[config.mk]
export PLATFORM = sky130hd
export DESIGN_NAME = puf_readout_spi
export DESIGN_NICKNAME = d
export VERILOG_FILES = /design/src/rtl/puf_readout_spi.sv
export SDC_FILE = /design/constraint.sdc
export NUM_CORES = 1
export LEC_CHECK = 0
export ABC_AREA = 1
export BUFFER_PORTS_ARGS = -buffer_cell sky130_fd_sc_hd__buf_2
export CAP_MARGIN = 20
export CORE_UTILIZATION = 45
export CTS_BUF_LIST = sky130_fd_sc_hd__clkbuf_2
export CTS_CLUSTER_DIAMETER = 50
export DETAILED_ROUTE_END_ITERATION = 10
export PLACE_DENSITY = 0.75
export SYNTH_ARGS = -nofsm -noshare
export SYNTH_HDL_FRONTEND = slang
export SYNTH_SLANG_ARGS = --single-unit
[constraint.sdc]
create_clock -name CLK -period 4.85 [get_ports CLK]
set_clock_uncertainty 0.2 [all_clocks]
set_input_delay 0.97 -clock CLK [delete_from_list [all_inputs] [get_ports CLK]]
set_output_delay 0.97 -clock CLK [all_outputs]
set_load 0.02 [all_outputs]
[src/rtl/puf_readout_spi.sv]
// -----------------------------------------------------------------------------
// puf_readout_spi
//   Captures a WIDTH-bit PUF response when the XOR PUF controller raises DONE,
//   then serves it to an SPI master (mode 0, MSB first) as an SPI slave.
//   SCLK and CS_N are sampled with CLK, which must run at least 4x faster than
//   SCLK.
//
// Ports
//   CLK         system clock, rising edge
//   RESET       asynchronous active-low reset
//   DONE        PUF controller done level; its rising edge captures a response
//   PUF_OUT_REG PUF response, stable while DONE is high
//   SCLK        SPI serial clock (asynchronous)
//   CS_N        SPI chip select, active low (asynchronous)
//   MISO        serial response data
//   VALID       a captured response has not yet been fully read
//   BUSY        FSM is not idle
//   FRAME_DONE  one-cycle pulse when the last response bit has been sampled
//   OVERRUN     sticky: a response arrived while a frame was being shifted out
// -----------------------------------------------------------------------------
module puf_readout_spi #(
  parameter int WIDTH       = 128,
  parameter int SYNC_STAGES = 2
) (
  input  logic             CLK,
  input  logic             RESET,
  input  logic             DONE,
  input  logic [WIDTH-1:0] PUF_OUT_REG,
  input  logic             SCLK,
  input  logic             CS_N,
  output logic             MISO,
  output logic             VALID,
  output logic             BUSY,
  output logic             FRAME_DONE,
  output logic             OVERRUN
);

  localparam int CNT_W = $clog2(WIDTH + 1);

  typedef enum logic [1:0] {
    IDLE    = 2'd0,
    LOAD    = 2'd1,
    SHIFT   = 2'd2,
    WAIT_CS = 2'd3
  } state_t;

  // ---------------------------------------------------------------------------
  // Synchronizers for the SPI pins
  // ---------------------------------------------------------------------------
  logic [SYNC_STAGES-1:0] sclk_sync_reg, sclk_sync_next;
  logic [SYNC_STAGES-1:0] cs_sync_reg, cs_sync_next;

  generate
    for (genvar gi = 0; gi < SYNC_STAGES; gi++) begin : g_sync
      if (gi == 0) begin : g_first
        assign sclk_sync_next[gi] = SCLK;
        assign cs_sync_next[gi]   = CS_N;
      end else begin : g_rest
        assign sclk_sync_next[gi] = sclk_sync_reg[gi-1];
        assign cs_sync_next[gi]   = cs_sync_reg[gi-1];
      end
    end
  endgenerate

  logic sclk_s, cs_s;
  assign sclk_s = sclk_sync_reg[SYNC_STAGES-1];
  assign cs_s   = cs_sync_reg[SYNC_STAGES-1];

  // After reset the chains still hold their idle values. Edge detection is
  // held off until the chains and the previous-value flops have been refilled
  // from the real pins, so a CS_N that is already low after reset release is
  // not mistaken for a fresh falling edge.
  logic [SYNC_STAGES:0] fill_reg;
  logic                 sync_ok;
  assign sync_ok = fill_reg[SYNC_STAGES];

  logic sclk_prev_reg, cs_prev_reg, done_prev_reg;

  always_ff @(posedge CLK or negedge RESET) begin
    if (!RESET) begin
      sclk_sync_reg <= '0;
      cs_sync_reg   <= '1;
      fill_reg      <= '0;
      sclk_prev_reg <= 1'b0;
      cs_prev_reg   <= 1'b1;
      done_prev_reg <= 1'b0;
    end else begin
      sclk_sync_reg <= sclk_sync_next;
      cs_sync_reg   <= cs_sync_next;
      fill_reg      <= {fill_reg[SYNC_STAGES-1:0], 1'b1};
      sclk_prev_reg <= sclk_s;
      cs_prev_reg   <= cs_s;
      done_prev_reg <= DONE;
    end
  end

  logic sclk_rise, sclk_fall, cs_fall, cs_rise, done_rise;
  assign sclk_rise = sync_ok &  sclk_s & ~sclk_prev_reg;
  assign sclk_fall = sync_ok & ~sclk_s &  sclk_prev_reg;
  assign cs_fall   = sync_ok & ~cs_s   &  cs_prev_reg;
  assign cs_rise   = sync_ok &  cs_s   & ~cs_prev_reg;
  assign done_rise = DONE & ~done_prev_reg;

  // ---------------------------------------------------------------------------
  // FSM and datapath
  // ---------------------------------------------------------------------------
  state_t           state_reg, state_next;
  logic [WIDTH-1:0] data_reg, data_next;
  logic [WIDTH-1:0] shreg_reg, shreg_next;
  logic [CNT_W-1:0] cnt_reg, cnt_next;
  logic             valid_reg, valid_next;
  logic             frame_done_reg, frame_done_next;
  logic             overrun_reg, overrun_next;

  always_ff @(posedge CLK or negedge RESET) begin
    if (!RESET) begin
      state_reg <= IDLE;
    end else begin
      state_reg <= state_next;
    end
  end

  always_ff @(posedge CLK or negedge RESET) begin
    if (!RESET) begin
      data_reg       <= '0;
      shreg_reg      <= '0;
      cnt_reg        <= '0;
      valid_reg      <= 1'b0;
      frame_done_reg <= 1'b0;
      overrun_reg    <= 1'b0;
    end else begin
      data_reg       <= data_next;
      shreg_reg      <= shreg_next;
      cnt_reg        <= cnt_next;
      valid_reg      <= valid_next;
      frame_done_reg <= frame_done_next;
      overrun_reg    <= overrun_next;
    end
  end

  always_comb begin
    state_next      = state_reg;
    data_next       = data_reg;
    shreg_next      = shreg_reg;
    cnt_next        = cnt_reg;
    valid_next      = valid_reg;
    frame_done_next = 1'b0;
    overrun_next    = overrun_reg;

    // A response can only be accepted while no frame is being loaded or
    // shifted; otherwise it is dropped and flagged.
    if (done_rise) begin
      if (state_reg == IDLE || state_reg == WAIT_CS) begin
        data_next  = PUF_OUT_REG;
        valid_next = 1'b1;
      end else begin
        overrun_next = 1'b1;
      end
    end

    case (state_reg)
      IDLE: begin
        if (cs_fall) begin
          state_next = LOAD;
        end
      end

      LOAD: begin
        shreg_next = data_reg;
        cnt_next   = '0;
        state_next = cs_rise ? IDLE : SHIFT;
      end

      SHIFT: begin
        if (cs_rise) begin
          // Aborted frame: stored response and VALID stay as they are.
          state_next = IDLE;
        end else if (sclk_rise) begin
          if (cnt_reg == CNT_W'(WIDTH - 1)) begin
            cnt_next        = CNT_W'(WIDTH);
            frame_done_next = 1'b1;
            valid_next      = 1'b0;
            state_next      = WAIT_CS;
          end else begin
            cnt_next = cnt_reg + CNT_W'(1);
          end
        end else if (sclk_fall) begin
          shreg_next = {shreg_reg[WIDTH-2:0], 1'b0};
        end
      end

      WAIT_CS: begin
        // Keep shifting zeros so extra SCLK cycles read back as 0.
        if (cs_rise) begin
          state_next = IDLE;
        end else if (sclk_fall) begin
          shreg_next = {shreg_reg[WIDTH-2:0], 1'b0};
        end
      end

      default: state_next = IDLE;
    endcase
  end

  assign MISO       = (state_reg == SHIFT || state_reg == WAIT_CS) ? shreg_reg[WIDTH-1] : 1'b0;
  assign VALID      = valid_reg;
  assign BUSY       = (state_reg != IDLE);
  assign FRAME_DONE = frame_done_reg;
  assign OVERRUN    = overrun_reg;

endmodule

* Yosys cells after proc, flatten, opt, wreduce, memory -nomap -nowiden
Cells that the tools add are included.
Widths: inputs -> output; s select.
** Word-level totals
- Register bits :: 279
- Bits in latches :: 0
- Bits in writable memories :: 0
- ROM bits :: 0
- Input port bits :: 133
- Output and inout port bits :: 5
- Memories :: 0
** Cells by class
- Add/subtract/negate cells :: 1
- Multiply operators :: 0
- Div/mod/pow operators :: 0
- Order comparisons :: 0
- Equality and inequality tests :: 12
- Shifts and indexed selects :: 0
- Multiplexer cells :: 27
- Bitwise logic cells :: 15
- Reduce and logical (&&, ||, !) cells :: 11
** Operator list (number)
- $mux 128 :: 4
- $pmux 128 s3 :: 1
- $mux 8 :: 3
- $pmux 8 s2 :: 1
- $mux 2 :: 6
- $ne 2x2->1 const B :: 6
- $mux 1 :: 11
- $and 1x1->1 :: 9
- $add 8x1->8 const B :: 1
- $eq 8x7->1 const B :: 1
- $pmux 2 s4 :: 1
- $reduce_and 4->1 :: 2
- $ne 3x3->1 const B :: 2
- $not 1->1 :: 6
- $eq 2x2->1 const B :: 2
- $reduce_and 2->1 :: 2
- $reduce_bool 2->1 :: 2
- $reduce_and 3->1 :: 1
- $reduce_bool 3->1 :: 1
- $eq 2x1->1 const B :: 1
- $logic_not 2->1 :: 1
- $logic_or 1x1->1 :: 2

* Depth between registers and ports, before layout
Gate-level depths: netlist (run 1).
- Word-level depth :: 8
- Gate-level depth with buffers :: 11
- Depth with buffers taken out :: 8

* Worst setup path after synthesis (run 1)
Ideal clock, no wire load.
- Path type :: register -> output
- Start :: register state_reg[0]
- End :: output port MISO
- Arrival time :: 1413 ps
- Data required time :: 3680 ps
- Path slack :: 2267 ps
- Stages on the path, launching flop included :: 8
- Path buffers :: 3
- Cell sequence :: dfrtp_1 inv_1 ha_1 buf_4 nor2_4 buf_2 buf_2 nor2_1
** On the way
- Cells in the longest elaborated chain, start to end :: 3
- Elaborated cells on any way between the ends :: 4
- Those cells by class :: eq/ne: 2; mux: 1; reduce/logical: 1
** Ends and longest elaborated chain
- from (decl) :: line 107 : state_t state_reg, state_next;
- from (signal assigned) :: line 119 : state_reg <= state_next;
- $eq 2x2->1 :: line 205 : assign MISO = (state_reg == SHIFT || state_reg == WAIT_CS) ? shreg_reg[WIDTH-1] : 1'b0;
- $logic_or 1x1->1 * :: line 205
- $mux 1 * :: line 205
- to (decl) :: line 31 : output logic MISO,
Every way passes the cells marked *; elsewhere a longest branch is shown, timed or not.

* Final worst setup path (run 1)
Ends and elaborated chain as after synthesis.

==> results.md, run 1 <==
- Initial Util: 0.459
- Yosys Warn Count: 0
- Placer congestion estimate: 0.810
- Max Slew Vio Count: 0
- Clk slew on worst S/H paths: 0.12 ns
- DR pass1 iterations: 5
- Crit path launch type: flip-flop
- Vias in the first global route: 9854
- Count leader, synth: nand2_1
- Main area contributors after synthesis: dfrtp_1 54%, nand2_1 20%, mux2_2 11%, nand4_1 6.4%, buf_2 3.1%
- Rows: 61
- Library cells used by synthesis: 24
- Core area: 27800 µm²
- Post-CTS resize count: 0
- Number of I/O pins: 138
- DIE HEIGHT: 170 µm
- Worst VDD drop: 293 µV
- Initial antenna violation count: 1
- # clock sinks: 279
- CTS Root Cell: clkbuf_2
- CTS buffer count: 73
- Clock Tree Buf Depth: 3
- Worst-Margin Slew: 1.05 ns
- Gr ovfl total: 0
- Max cap viols: 0
- Placed cells: 1824
- # port buffers: 137
- Post-synth top area cell: dfrtp_1
- Chip width: 170 µm
- Worst EP required: 3.68 ns
- Nets: 1663
- WL final: 28100 µm
- DR vias: 9985
- Syn_nets: 1533
- Worst-Skew Late Latency: 0.83 ns
- HP Class: reg2reg
- Top FF cell, synth: dfrtp_1
- Post-synthesis instance area: 12700 µm²
- Final Hold Violating Endpoints: 0
- Status: finished clean
- First-pass GRT wire length: 47500 µm
- Critical Path Sink Type: output pin
- Via-to-Cell Ratio: 5.11
- Area growth, synth to finish: 11.2%
- WL/cell: 14.4 µm
- Detailed Route Iter0 Violations: 838
- Final setup violation count: 0
- Cell Pwr Density: 625 nW/µm²
- EDFF count, synth: 0
- # DRC: 0
- Leakage: 7.60 nW
- Largest net degree at the start of global routing: 111
- CTS Hold Buffers Added: 4
- Min cycle time layout: 3.95 ns
- R2R depth: 9
- Critical path class: reg2out
- Fin crit share: 0.815
- Final cell count without fillers: 1953
- Post-synth top area share: 0.542
- Worst hold path depth: 0
- Seq/Total Area, Yosys: 0.548
- Layout cells sized above 1: 0.254
- Number of routed nets with antenna violations: 0
- Setup TNS: 0 ns
- Unrepaired setup endpoints after global routing: false
- R2r setup slk: 1.37 ns
- Synth Register Bits: 279
- Die area: 29000 µm²
- Top cells by count, synth: 685 x nand2_1, 276 x dfrtp_1, 130 x nand4_1
- Worst slew margin: 0.298
- Critical Path Fanout Max: 61
- Syn Area/Cell: 9.13 µm²
- Number of post-CTS setup repair buffers: 0
- Crit path DAT: 2.78 ns
- H-tree depth: 3
- Async SR Flop Fraction: 1.00
- CTS tree: built
- Syn Inst Count: 1395
- GRT Total Usage: 0.202
- HPWL after DPL: 16600 µm
- Max Fclk: 253 MHz
[placed cells by master (no fill, tap or decap), drive strengths merged]
cell,netlist,layout
nand2,686,686
dfrtp,276,276
buf,99,151
nand4,130,130
mux2,127,127
clkbuf,1,109
inv,24,26
nand3,16,16
nor2,16,16
clkinv,0,13
ha,5,5
dlygate4sd3,0,4
nand3b,3,3
a21oi,3,3
dfstp,3,3
o21ai,2,2
diode,0,1
xor2,1,1
o22ai,1,1
a31o,1,1
conb,1,1
[worst paths after layout]
| kind | startpoint | end |
|---|---|---|
| setup reg to reg | state_reg[0] | shreg_reg[74] |
| min in group asynchronous | RESET | shreg_reg[118] |
| hold reg to reg | sclk_sync_reg[0] | sclk_sync_reg[1] |
| hold / removal | sclk_sync_reg[0] | sclk_sync_reg[1] |
| setup / recovery | state_reg[0] | MISO |
| max in group asynchronous | RESET | data_reg[43] |
[cell families (layout without fill, tap and decap cells)]
family | Yosys count | after routing | synth area share
AND/OR/NAND/NOR | 851 | 851 | 0.280
flip-flops | 279 | 279 | 0.548
multiplexers | 127 | 127 | 0.112
buffers and inverters | 124 | 303 | 0.0506
AO/OA/AOI/OAI | 7 | 7 | 0.00314
adder cells (fa/ha/maj) | 5 | 5 | 0.00491
other | 1 | 2 | 0.000294
XOR/XNOR | 1 | 1 | 0.000688
[cell type report]
class / instances / area [µm²]
Antenna cell: 1 / 2.50
Sequential cell: 279 / 6990
Clock buffer: 109 / 546
Timing Repair Buffer: 155 / 866
Inverter: 24 / 92.6
Clock inverter: 15 / 56.3
Fill cell: 2680 / 13600
Tap cell: 378 / 473
Multi-Input combinational cell: 992 / 5150
[per-stage QoR]
step	total power (W)	worst slack [ns]	hold WS, ns	instance area (µm²)	util
floorplan	0.00664	2.27	0.131	12700	-
global placement	0.00725	1.48	0.134	13500	0.487
detailed placement	0.00741	1.40	0.136	13500	0.487
CTS	0.00896	0.809	0.0736	14200	0.510
global route	0.00968	0.645	0.0520	14200	0.510
finish	0.00886	0.896	0.162	14200	0.510
[worst max-delay path, stage by stage (launching register included)]
cell and delay [ns]:
dfrtp_1 0.42, inv_1 0.12, ha_1 0.36, nor2_4 0.19, buf_4 0.55, nor2_1 0.12, buf_2 0.19
[report_power, final]
part	internal, W	switching [W]
clock network	0.000589	0.000923
logic	0.00140	0.00196
registers	0.00340	0.000583
[metal layers]
| layer | track usage | routed length [µm] |
|---|---|---|
| met2 | 0.316 | 13200 |
| met3 | 0.0456 | 1650 |
| met1 | 0.276 | 12900 |
| met5 | 0 | 0 |
| met4 | 0.0666 | 403 |
(Power assumes the default switching activity.)
==> inputs of run 2 (changes only) <==
clock period = 3.9 ns   (was 4.85 ns; I/O delays follow)
==> run 2 against run 1 <==
  * Total power increased by 26%
  * Critical path type unchanged
  * Routed wire length grew 8.9%
  * Clock power up 23%
  * Die area did not move
  * Largest cell class unchanged
  * Count of clock-buffer cells in the layout down 3
  * Critical endpoint unchanged
  * Critical path depth stayed put
  * Combinational power up 29%
==> results.md, run 2 (synthesized netlist as in run 1, its figures left out) <==
- Initial Util: 0.459 (unchanged)
- Unrepaired setup endpoints after global routing: false
- WL met2: 14800 µm (+12%)
- CTS buffer count: 74 (+1.4%)
- Critical Path Fanout Max: 44 (-28%)
- CTS Root Cell: clkbuf_2
- Number of I/O pins: 138 (unchanged)
- Worst-Skew Late Latency: 0.78 ns (-0.05 ns)
- Fin crit share: 0.896
- Max Fclk: 286 MHz
- Pre-CTS setup slack: 0.829 ns (-0.569 ns)
- H-tree depth: 3 (unchanged)
- Die area: 29000 µm² (unchanged)
- DR vias: 10600 (+5.7%)
- Comb power frac: 0.389 (+0.010)
- Initial antenna violation count: 1 (unchanged)
- Largest net degree at the start of global routing: 106 (-4.5%)
- Worst EP required: 2.92 ns (-0.76 ns)
- Slowest-stage cell, CP: buf_4
- Via-to-Cell Ratio: 5.08 (-0.65%)
- Max Slew Vio Count: 0 (unchanged)
- Critical path class: reg2out
- Worst-Margin Slew: 1.05 ns (-0.00497 ns)
- Status: finished clean
- # port buffers: 137 (unchanged)
- Post-Layout Inst Area: 15500 µm² (+9.4%)
- Detailed Route Iter0 Violations: 873 (+4.2%)
- HPWL after DPL: 16300 µm (-1.5%)
- Clock Tree Buf Depth: 3 (unchanged)
- Switching part of the total power: 0.391 (-0.000736)
- Min cycle time layout: 3.50 ns
- Most common cell after layout, fill and taps aside: nand2_1
- Cell Pwr Density: 721 nW/µm² (+15%)
- Core area: 27800 µm² (unchanged)
- Setup TNS: 0 ns (unchanged)
- Vias in the first global route: 10400 (+5.4%)
- Crit path launch type: flip-flop
- Register share of total power: 0.445 (-0.005)
- Final setup violation count: 0 (unchanged)
- Rows: 61 (unchanged)
- Final Hold Violating Endpoints: 0 (unchanged)
- Area growth, synth to finish: 21.7%
- Most frequent cells in the layout: 684 x nand2_1, 276 x dfrtp_1, 136 x buf_2, 131 x dlygate4sd3_1, 130 x nand4_1
- HP Class: in2reg
- Clk pwr share: 0.166 (-0.005)
- Met3 Routed Length: 1620 µm (-1.9%)
- Delay of the slowest cell on the worst path: 0.41 ns (-0.14 ns)
- Setup WS post-layout: 0.405 ns (-0.491 ns)
- First-pass GRT wire length: 51400 µm (+8.2%)
- WL/cell: 14.7 µm (+2.3%)
- Crit path DAT: 2.52 ns (-0.26 ns)
- Max Used Layer: met4
- Post-CTS resize count: 0 (unchanged)
- Layout cells sized above 1: 0.237 (-0.0175)
- DR pass1 iterations: 5 (unchanged)
- Nets: 1796 (+8.0%)
- Switching Power: 0.00437 W (+26%)
- Clk slew on worst S/H paths: 0.09 ns (-0.03 ns)
- Worst slew margin: 0.301 (+0.00331)
- WL final: 30600 µm (+8.9%)
- CTS tree: built
- DIE HEIGHT: 170 µm (unchanged)
- Placed cell areas: 13600 µm² (+0.65%)
- # DRC: 0 (unchanged)
- # clock sinks: 279 (unchanged)
- Number of routed nets with antenna violations: 0 (unchanged)
- Worst hold path depth: 2 (+2)
- Design internal power: 0.00681 W (+26%)
- Max cap viols: 0 (unchanged)
- Leakage: 8.15 nW (+7.3%)
- Gr ovfl total: 0 (unchanged)
- Chip width: 170 µm (unchanged)
- Critical Path Sink Type: output pin
- R2R depth: 10 (+1)
- GRT Total Usage: 0.219 (+0.0173)
- Placer congestion estimate: 0.817 (+0.90%)
- M1 wire length: 13600 µm (+5.6%)
- Worst VDD drop: 439 µV (+50%)
- CP Cell Sequence: inv_1, ha_1, nor2_4, buf_4, nor2_1, buf_2
[run 2: changes by cell type in the layout (fill, tap and decap cells not counted)]
cell / before / now
clkbuf_2: 109 / 106
clkinv_1: 13 / 9
dlygate4sd3_1: 4 / 131
buf_4: 12 / 13
buf_12: 2 / 6
[run 2: per-stage QoR]
stage / utilization / hold WS, ns / total power (W) / std cells
after floorplan: - / 0.131 / 0.00826 / 1395
after global placement: 0.490 / 0.131 / 0.00906 / 1829
after detailed placement: 0.490 / 0.140 / 0.00925 / 1829
after CTS: 0.557 / 0.00384 / 0.0113 / 2076
after global routing: 0.558 / 0.00674 / 0.0122 / 2078
final: 0.558 / 0.0974 / 0.0112 / 2078
[run 2: final cells by class]
type                       count  area (µm²)
sequential                   279        6990
inverter                      24        92.6
timing repair buffer         287        2220
clock buffer                 106         531
fill                        2465       12300
antenna                        1        2.50
tap                          378         473
multi-input combinational    992        5150
clock inverter                11        41.3
[run 2: metal layers]
metal | global-route usage | vias to the layer above
met5 | 0 | -
met2 | 0.357 | 309
li1 | - | 5101
met4 | 0.0744 | 0
met1 | 0.290 | 5094
met3 | 0.0463 | 51
[run 2: path summary, 6_finish.rpt]
check	startpoint	to	slack, ns
setup / recovery	state_reg[0]	MISO	0.40
setup reg to reg	state_reg[0]	shreg_reg[23]	0.81
hold reg to reg	sclk_sync_reg[0]	sclk_sync_reg[1]	0.16
hold / removal	PUF_OUT_REG[54]	data_reg[54]	0.1
min in group asynchronous	RESET	data_reg[112]	0.30
max in group asynchronous	RESET	data_reg[90]	2.21
[run 2: critical path: cells and delay by family (launching register included)]
family                     cells  cell delay [ns]
buffers and inverters          3             0.69
DFF                            1             0.40
adders and majority gates      1             0.35
and+or+nand+nor                2             0.26
[run 2: what timing repair did]
action,CTS,global route
hold buffers,130,1
hold endpoints to repair,185,1
buffers inserted,0,0
[run 2: power by group through the flow]
stage / registers (W) / logic [W] / clock network [W]
6_report: 0.00498 / 0.00434 / 0.00186
3_3_place_gp: 0.00496 / 0.00411 / 0
4_1_cts: 0.00495 / 0.00436 / 0.00194
5_1_grt: 0.00512 / 0.00499 / 0.00209
3_5_place_dp: 0.00500 / 0.00425 / 0
2_1_floorplan: 0.00476 / 0.00350 / 0
==> inputs of run 3 (changes only) <==
PLACE_DENSITY = not set   (was 0.75)
PLACE_DENSITY_LB_ADDON = 0.1   (was not set)
SLEW_MARGIN = 25   (was not set)
==> run 3 against run 2 <==
  * Final cell count rose by 0.91%
  * Sequential power fell by 1%
  * First-iteration DRC count fell by 30%
  * Count of clock-buffer cells in the layout rose by 11
  * Flip-flop and latch count did not move
  * Global-route usage barely moved
  * Critical path type unchanged
  * Largest power group unchanged
==> results.md, run 3 (synthesized netlist as in run 1, its figures left out) <==
- Status: finished clean
- # clock sinks: 279 (unchanged)
- Max Fclk: 301 MHz (+5.4%)
- Via-to-Cell Ratio: 4.95 (-2.5%)
- Leakage: 8.23 nW (+0.98%)
- Detailed Route Iter0 Violations: 615 (-30%)
- Max Slew Vio Count: 0 (unchanged)
- Largest net degree at the start of global routing: 129 (+22%)
- Worst-Skew Late Latency: 0.86 ns (+0.08 ns)
- Layout cells sized above 1: 0.242 (+0.00567)
- Worst EP required: 2.92 ns (about the same)
- Clock Tree Buf Depth: 3 (unchanged)
- CTS Root Cell: clkbuf_2
- Worst slew margin: 0.419 (+0.118)
- Critical Path Fanout Max: 9 (-80%)
- Setup TNS: 0 ns (unchanged)
- Unrepaired setup endpoints after global routing: false
- Final Hold Violating Endpoints: 0 (unchanged)
- Crit path DAT: 2.34 ns (-0.18 ns)
- Crit path launch type: flip-flop
- GRT Total Usage: 0.219 (-0.000222)
- Clk slew on worst S/H paths: 0.09 ns (about the same)
- HPWL after DPL: 16000 µm (-1.8%)
- Initial antenna violation count: 1 (unchanged)
- Worst-Margin Slew: 0.871 ns (-0.177 ns)
- Cell Pwr Density: 722 nW/µm² (about the same)
- DR pass1 iterations: 5 (unchanged)
- Critical path class: reg2out
- Core area: 27800 µm² (unchanged)
- Most frequent cells in the layout: 684 x nand2_1, 276 x dfrtp_1, 136 x buf_2, 132 x dlygate4sd3_1, 130 x nand4_1
- # port buffers: 137 (unchanged)
- CTS buffer count: 78 (+5.4%)
- DR vias: 10400 (-1.6%)
- Rows: 61 (unchanged)
- WL/cell: 14.4 µm (-2.4%)
- Fin crit share: 0.850 (-0.0457)
- Nets: 1800 (+0.22%)
- Critical Path Sink Type: output pin
- Worst VDD drop: 498 µV (+13%)
- Hold WS: 0.153 ns (+0.0561 ns)
- Most common cell after layout, fill and taps aside: nand2_1
- Gr ovfl total: 0 (unchanged)
- Fillers: 2606 (+5.7%)
- Number of routed nets with antenna violations: 0 (unchanged)
- HP Class: reg2reg
- Min cycle time layout: 3.32 ns (-0.178 ns)
- Placer congestion estimate: 0.773 (-5.4%)
- Post-CTS resize count: 0 (unchanged)
- Storage element area: 6990 µm² (unchanged)
- Final setup violation count: 0 (unchanged)
- Initial Util: 0.459 (unchanged)
- First-pass GRT wire length: 51200 µm (-0.31%)
- WL final: 30200 µm (-1.5%)
- Vias in the first global route: 10400 (+0.16%)
- Area growth, synth to finish: 22.6%
- H-tree depth: 3 (unchanged)
- Number of I/O pins: 138 (unchanged)
- Die area: 29000 µm² (unchanged)
- DIE HEIGHT: 170 µm (unchanged)
- Chip width: 170 µm (unchanged)
- Multi-input logic area: 5150 µm² (unchanged)
- CTS tree: built
- # DRC: 0 (unchanged)
- Max cap viols: 0 (unchanged)
==> run 3: layout make-up <==
type	instances	area share
timing repair buffer	287	0.143
clock inverter	18	0.00609
antenna	2	0.000320
clock buffer	117	0.0375
inverter	24	0.00593
tap	378	0.0303
sequential	279	0.447
multi-input combinational	992	0.329
==> run 3: metrics by stage <==
step           setup slack (ns)  total power (W)  instance area (µm²)  instances  utilization
6_report                  0.583           0.0113                15600       2097        0.562
5_1_grt                   0.383           0.0124                15600       2097        0.562
4_1_cts                   0.487           0.0115                15600       2095        0.562
3_5_place_dp               1.32          0.00922                13600       1828        0.490
3_3_place_gp               1.36          0.00912                13600       1828        0.490
2_1_floorplan              1.51          0.00826                12700       1395            -
==> run 3: worst paths after layout <==
kind	start	to	slack [ns]	depth (start not counted)
worst max-delay path	state_reg[0]	MISO	0.58	5
worst min-delay path	sclk_sync_reg[0]	sclk_sync_reg[1]	0.15	0
worst max register to register	state_reg[0]	shreg_reg[60]	1.34	8
worst min register to register	sclk_sync_reg[0]	sclk_sync_reg[1]	0.15	0
max in group asynchronous	RESET	shreg_reg[23]	2.27	3
min in group asynchronous	RESET	data_reg[121]	0.32	2
==> run 3: where the power goes <==
group	total, W	leakage, nW	internal, W	switching [W]
Combinational	0.00428	4.29	0.00184	0.00244
Clock	0.00207	0.540	0.000856	0.00121
Sequential	0.00493	3.40	0.00423	0.000698
==> run 3: repair_timing <==
| item | in CTS | in global routing |
|---|---|---|
| hold endpoints to repair | 207 | 0 |
| setup endpoints to repair | 0 | 0 |
| hold buffers | 132 | 0 |
| buffers inserted | 0 | 0 |
==> run 3: critical path: stages (launching register included) <==
cell     delay (ns)
dfrtp_1        0.42
inv_1          0.15
ha_1           0.43
nor2_4         0.10
nor2_1         0.22
buf_2          0.22
==> run 3: per-layer routing <==
layer  vias to the layer above  track usage  routed length, µm
met5                         -            0                  0
met4                         0       0.0760                661
met3                        54       0.0453               1340
met2                       221        0.342              13700
met1                      4974        0.302              14400
li1                       5135            -                  -
